[config.mk]
export PLATFORM = sky130hd
export DESIGN_NAME = mul_share_ctrl
export DESIGN_NICKNAME = d
export VERILOG_FILES = /design/src/rtl/mul_share_ctrl.sv
export SDC_FILE = /design/constraint.sdc
export NUM_CORES = 1
export LEC_CHECK = 0
export CAP_MARGIN = 40
export CORE_AREA = 2 2 39 41
export DETAILED_ROUTE_END_ITERATION = 16
export DIE_AREA = 0 0 41 43
export MAX_ROUTING_LAYER = met4
export PLACE_DENSITY = 0.68
export SETUP_SLACK_MARGIN = 0.02
export SLEW_MARGIN = 25
export SYNTH_ARGS = -nofsm -noshare
export SYNTH_HDL_FRONTEND = slang
export SYNTH_SLANG_ARGS = --single-unit
[constraint.sdc]
create_clock -name clk -period 1.4 [get_ports clk]
set_clock_uncertainty 0.15 [all_clocks]
set_input_delay 0.28 -clock clk [delete_from_list [all_inputs] [get_ports clk]]
set_output_delay 0.28 -clock clk [all_outputs]
set_load 0.05 [all_outputs]
[src/rtl/mul_share_ctrl.sv]
// rtl/mul_share_ctrl.sv - round-robin request/grant sequencer for the shared shift-add multiplier
// Optional feature macro: MUL_SKIP_ZERO_EN (skip LOAD_P when the B register LSB is 0).
module mul_share_ctrl #(
    parameter int WIDTH = 4
) (
    input  logic       clk,
    input  logic       reset,
    input  logic [1:0] req_i,
    input  logic       b_lsb_i,
    output logic [1:0] gnt_o,
    output logic       sel_o,
    output logic [1:0] done_o,
    output logic       busy_o,
    output logic       clr_o,
    output logic       load_ab_o,
    output logic       en_add_o,
    output logic       load_p_o,
    output logic       shf_p_o,
    output logic       shf_b_o
);

    localparam int IW = (WIDTH > 1) ? $clog2(WIDTH) : 1;
    localparam logic [IW-1:0] ITER_LAST = IW'(WIDTH - 1);

    typedef enum logic [2:0] {
        S_IDLE, S_CLR, S_LOAD_AB, S_EN_ADD, S_LOAD_P, S_SHF_P, S_SHF_B, S_DONE
    } state_t;

    state_t        state_q, state_d;
    logic [IW-1:0] iter_q, iter_d;
    logic          lsp_q, lsp_d;
    logic          sel_q, sel_d;
    logic          win;

    // On a tie the requester that was not served last wins.
    assign win = (req_i == 2'b11) ? ~lsp_q : req_i[1];

    always_ff @(posedge clk or posedge reset) begin
        if (reset) begin
            state_q <= S_IDLE;
            iter_q  <= '0;
            lsp_q   <= 1'b1;
            sel_q   <= 1'b0;
        end else begin
            state_q <= state_d;
            iter_q  <= iter_d;
            lsp_q   <= lsp_d;
            sel_q   <= sel_d;
        end
    end

`ifndef MUL_SKIP_ZERO_EN
    logic unused_b_lsb;
    assign unused_b_lsb = b_lsb_i;
`endif

    always_comb begin
        state_d = state_q;
        iter_d  = iter_q;
        lsp_d   = lsp_q;
        sel_d   = sel_q;
        case (state_q)
            S_IDLE: begin
                if (|req_i) begin
                    state_d = S_CLR;
                    sel_d   = win;
                    lsp_d   = win;
                end
            end
            S_CLR: begin
                iter_d  = '0;
                state_d = S_LOAD_AB;
            end
            S_LOAD_AB: state_d = S_EN_ADD;
            S_EN_ADD: begin
`ifdef MUL_SKIP_ZERO_EN
                state_d = b_lsb_i ? S_LOAD_P : S_SHF_P;
`else
                state_d = S_LOAD_P;
`endif
            end
            S_LOAD_P: state_d = S_SHF_P;
            S_SHF_P: begin
                iter_d  = iter_q + 1'b1;
                state_d = (iter_q == ITER_LAST) ? S_DONE : S_SHF_B;
            end
            S_SHF_B: state_d = S_EN_ADD;
            S_DONE:  state_d = S_IDLE;
            default: state_d = S_IDLE;
        endcase
    end

    always_comb begin
        busy_o    = (state_q != S_IDLE);
        sel_o     = sel_q;
        gnt_o     = busy_o ? (sel_q ? 2'b10 : 2'b01) : 2'b00;
        done_o    = (state_q == S_DONE) ? (sel_q ? 2'b10 : 2'b01) : 2'b00;
        clr_o     = (state_q == S_CLR);
        load_ab_o = (state_q == S_LOAD_AB);
        en_add_o  = (state_q == S_EN_ADD);
        load_p_o  = (state_q == S_LOAD_P);
        shf_p_o   = (state_q == S_SHF_P);
        shf_b_o   = (state_q == S_SHF_B);
    end

endmodule
# After elaboration in Yosys (flattened, before gate mapping)

Index checks and enable logic that the tools add are counted.
W data, S select, Z words.

Output and inout port bits: 12
Register bits: 7
Input bits: 5

Reduce and logical (&&, ||, !) cells: 6
Bitwise gates (word level): 1
Multiplexer cells: 8
Equality and inequality tests: 10
Add/sub/neg operators: 1

Operators by type and width:

| operator              | number |
|---|---|
| $pmux W3 S7           | 1 |
| $eq A3 B3 Y1 const B  | 4 |
| $eq A3 B2 Y1 const B  | 2 |
| $mux W2               | 3 |
| $eq A2 B2 Y1 const B  | 2 |
| $pmux W2 S2           | 1 |
| $reduce_or A2 Y1      | 2 |
| $eq A3 B1 Y1 const B  | 1 |
| $logic_not A3 Y1      | 1 |
| $mux W3               | 1 |
| $reduce_bool A3 Y1    | 1 |
| $add A2 B1 Y2 const B | 1 |
| $mux W1               | 2 |
| $ne A2 B2 Y1 const B  | 1 |
| $reduce_and A2 Y1     | 1 |
| $reduce_bool A2 Y1    | 1 |
| $not A1 Y1            | 1 |

# Depth between registers and ports, before layout

Gate-level depths: netlist of run 1.

Depth in word-level cells: 3
Gate-level depth with buffers: 3
Mapped depth without buffers: 3

# Least setup slack after synthesis of run 1

OpenSTA, ideal clock, no wires.

Path kind: reg-to-output
Start point: reg state_q[2]
End point: out load_p_o
Arrival time: 1.859 ns
Buffers on the path: 1
Path slack: -0.889 ns
Stages on the path, launching flop included: 3
Data required time: 0.970 ns
Cell sequence: dfrtp_1 > clkbuf_1 > nor3b_1

Longest elaborated chain between the ends: 1

RTL lines:

| element                | RTL line | RTL |
|---|---|---|
| start, declared        | 29       | `state_t state_q, state_d;` |
| start signal, assigned | 45       | `state_q <= state_d;` |
| $eq A3 B3 Y1           | 101      | `load_p_o = (state_q == S_LOAD_P);` |
| end, declared          | 17       | `output logic load_p_o,` |

No other way between the ends.

# Final worst setup path of run 1

Start point: reg state_q[0]
End point: out shf_b_o

Longest elaborated chain between the ends: 1

RTL lines:

| element       | RTL line | RTL |
|---|---|---|
| $eq A3 B3 Y1  | 103      | `shf_b_o = (state_q == S_SHF_B);` |
| end, declared | 19       | `output logic shf_b_o` |

No other way between the ends.

==> results.md, run 1 <==
* # rows at 14
* Nets at 81
* Die height at 43 um
* Worst setup path start: state_q[0]
* Via count at 425
* Ys Warns at 0
* Final setup vio count at 13
* Synth top area share at 36.5%
* Worst hold path class: in2async
* Die ar. at 1760 um^2
* Crit. End Element: primary output
* Layout area overhead at 131%
* Reg-to-reg slack, setup at -0.09 ns
* Worst setup margin at -0.268 ns
* Synthesized area at 412 um^2
* Area contributors post-synth: dfrtp_1 (36%), dfstp_2 (6.4%), mux2_2 (5.5%), nor2_1 (5.5%), nor3b_1 (5.5%)
* Core area at 1380 um^2
* Maximum clock frequency at 0.599 GHz
* DRC Markers at 0
* Failing checks: negative setup slack
* Max-Cap Viols at 0
* Initial Util at 29.7%
* Tcrit/Tclk final at 119%
* R2R depth at 2
* Crit path capture: shf_b_o
* GRT Total Usage at 15.5%
* Final HPWL DP at 806 um
* Hold Fails Final Rpt at 0
* CP Launch Type: flip-flop
* Launch point of the worst reg-to-reg path: state_q[2]
* PortBufs at 15
* Register area at 181 um^2
* Dominant cell type by area after synthesis: dfrtp_1
* Initial DRC count at 5
* Hold Slack at 0.108 ns
* Unrepaired setup endpoints after global routing: yes
* Num ports at 17
* Critical Path Fanout Max at 5
* Worst Tran Pin Value at 0.427 ns
* H-tree depth reported by CTS at 1
* Most frequent cells in the layout: buf_12 (11), buf_6 (8), nor2_4 (6), buf_4 (6)
* Mapped Avg Cell Area at 9.15 um^2
* Clock-pin transition on the worst setup and hold timing paths at 0.06 ns
* Worst path required time at 0.97 ns
* Initial antenna violation count at 0
* Status: complete, but fails checks
* Antenna fix cells at 0
* Vias/cell at 4.72
* Iteration count of the initial detailed-routing pass at 4
* RePlAce Congestion at 0.726
* Clock Latency Late Sink at 0.25 ns
* Final Critical Period at 1.67 ns
* Vias in the first global route at 432
* Cell variety after synth at 22
* Number of clock sinks at 7
* Synthesized flop and latch total at 7
* Post-layout util at 68.7%
* Detail Route Antenna Nets at 0
* Synthesized net count at 51
* Multi-input gate area at 320 um^2
* Seq/Total Area, Yosys at 42.9%
* Commonest non-fill, non-tap cell in the layout: buf_12
* Total wire length at 1040 um
* Fill cell count at 103
* Worst r2r dst: lsp_q
* Worst setup path class: reg2out
* Cells after synthesis at 45
* Fin. max-slew vios at 0
* Non-Filler Instances at 90
* CTS tree: built
* Grt ovf at 0
* CP arrival at 1.24 ns
* CTS Buf Count at 3
* Root Buffer Master: clkbuf_4
* First-pass GRT wire length at 1800 um
* CTS Hold Bufs at 0
* Share of cells above drive strength 1 at 67.6%
* Relative slew margins at 71.1%
* Max clock buf depth at 2
* DP Cell Count at 83
* Largest net degree at the start of global routing at 8
* Drt wl/cell at 11.5 um
* Die Span X at 41 um
area by class of cell:
cell class | count | area share [%]
inverter | 4 | 1.84
timing repair buffer | 28 | 40.5
tap | 16 | 2.11
clock buffer | 4 | 2.76
multi-input combinational | 31 | 33.7
sequential | 7 | 19.1
logic make-up after synthesis:
group           count (synthesis)  share of synthesized area, %
compound gates                  2                          3.95
flops                           7                          42.9
simple gates                   23                          31.3
buf+inv                         7                          6.38
mux                             4                          10.3
fa+ha+maj                       1                          3.04
xor+xnor                        1                          2.13
cell usage after synthesis, drive strengths merged:
master,n
nand3b,1
or4b,1
buf,1
nor2,6
mux2,2
clkbuf,2
xor2,1
nand2,4
and3b,1
o211ai,1
a22o,1
nor4b,1
ha,1
dfstp,1
dfrtp,6
nor3b,3
inv,4
nor3,2
mux2i,2
nand3,1
nor2b,2
nand2b,1
sequential cells by signal, indices dropped and copies added (netlist names):
register	flops
lsp_q	1
state_q	3
sel_o	1
iter_q	2
per-layer routing:
layer	vias up	share of wire, %	track usage (%)
met4	0	0.87	8.00
met3	2	2.7	1.57
met2	9	59	25.3
li1	211	-	-
met1	203	38	17.7
met5	-	0	-
worst max-delay path, cell delays in order (launching register included):
cell and delay (ns):
dfrtp_2 0.45, buf_6 0.15, and3b_2 0.25, buf_12 0.13
stage by stage:
stage | setup TNS [ns] | setup slack (ns) | instance area [um^2]
after floorplan | -0.970 | -0.173 | 534
after global placement | -1.03 | -0.303 | 848
after detailed placement | -1.19 | -0.326 | 848
after CTS | -2.97 | -0.285 | 916
after global routing | -3.38 | -0.311 | 951
final | -2.77 | -0.268 | 951
repair_timing:
action                     4_1_cts  5_1_grt
setup endpoints to repair       14       14
gates resized for setup         11        4
setup buffers                    1        2
pin swaps                        6        2
worst min-delay path by stage:
stage / start / to / slack [ns] / cells past startpoint
final: reset / iter_q[1] / 0.11 / 2
after CTS: reset / iter_q[1] / 0.11 / 2
after global placement: iter_q[1] / iter_q[1] / 0.36 / 2
after detailed placement: iter_q[1] / iter_q[1] / 0.37 / 2
after floorplan: reset / iter_q[0] / -0.07 / 1
after global routing: reset / iter_q[1] / 0.14 / 2
Power of run 1 is not shown: default switching activity piles up to over one toggle a cycle in this logic, so the estimate is an artifact.
==> run 2: changes to the inputs <==
--- a/config.mk
+++ b/config.mk
@@ -7,6 +7,7 @@
 export LEC_CHECK = 0
 export CAP_MARGIN = 40
 export CORE_AREA = 2 2 39 41
+export CTS_CLUSTER_SIZE = 14
 export DETAILED_ROUTE_END_ITERATION = 16
 export DIE_AREA = 0 0 41 43
 export MAX_ROUTING_LAYER = met4
==> results of run 2 <==
The final DEF is identical to that of run 1; final timing and power are the same.
Power of run 2 is left out for the same reason.
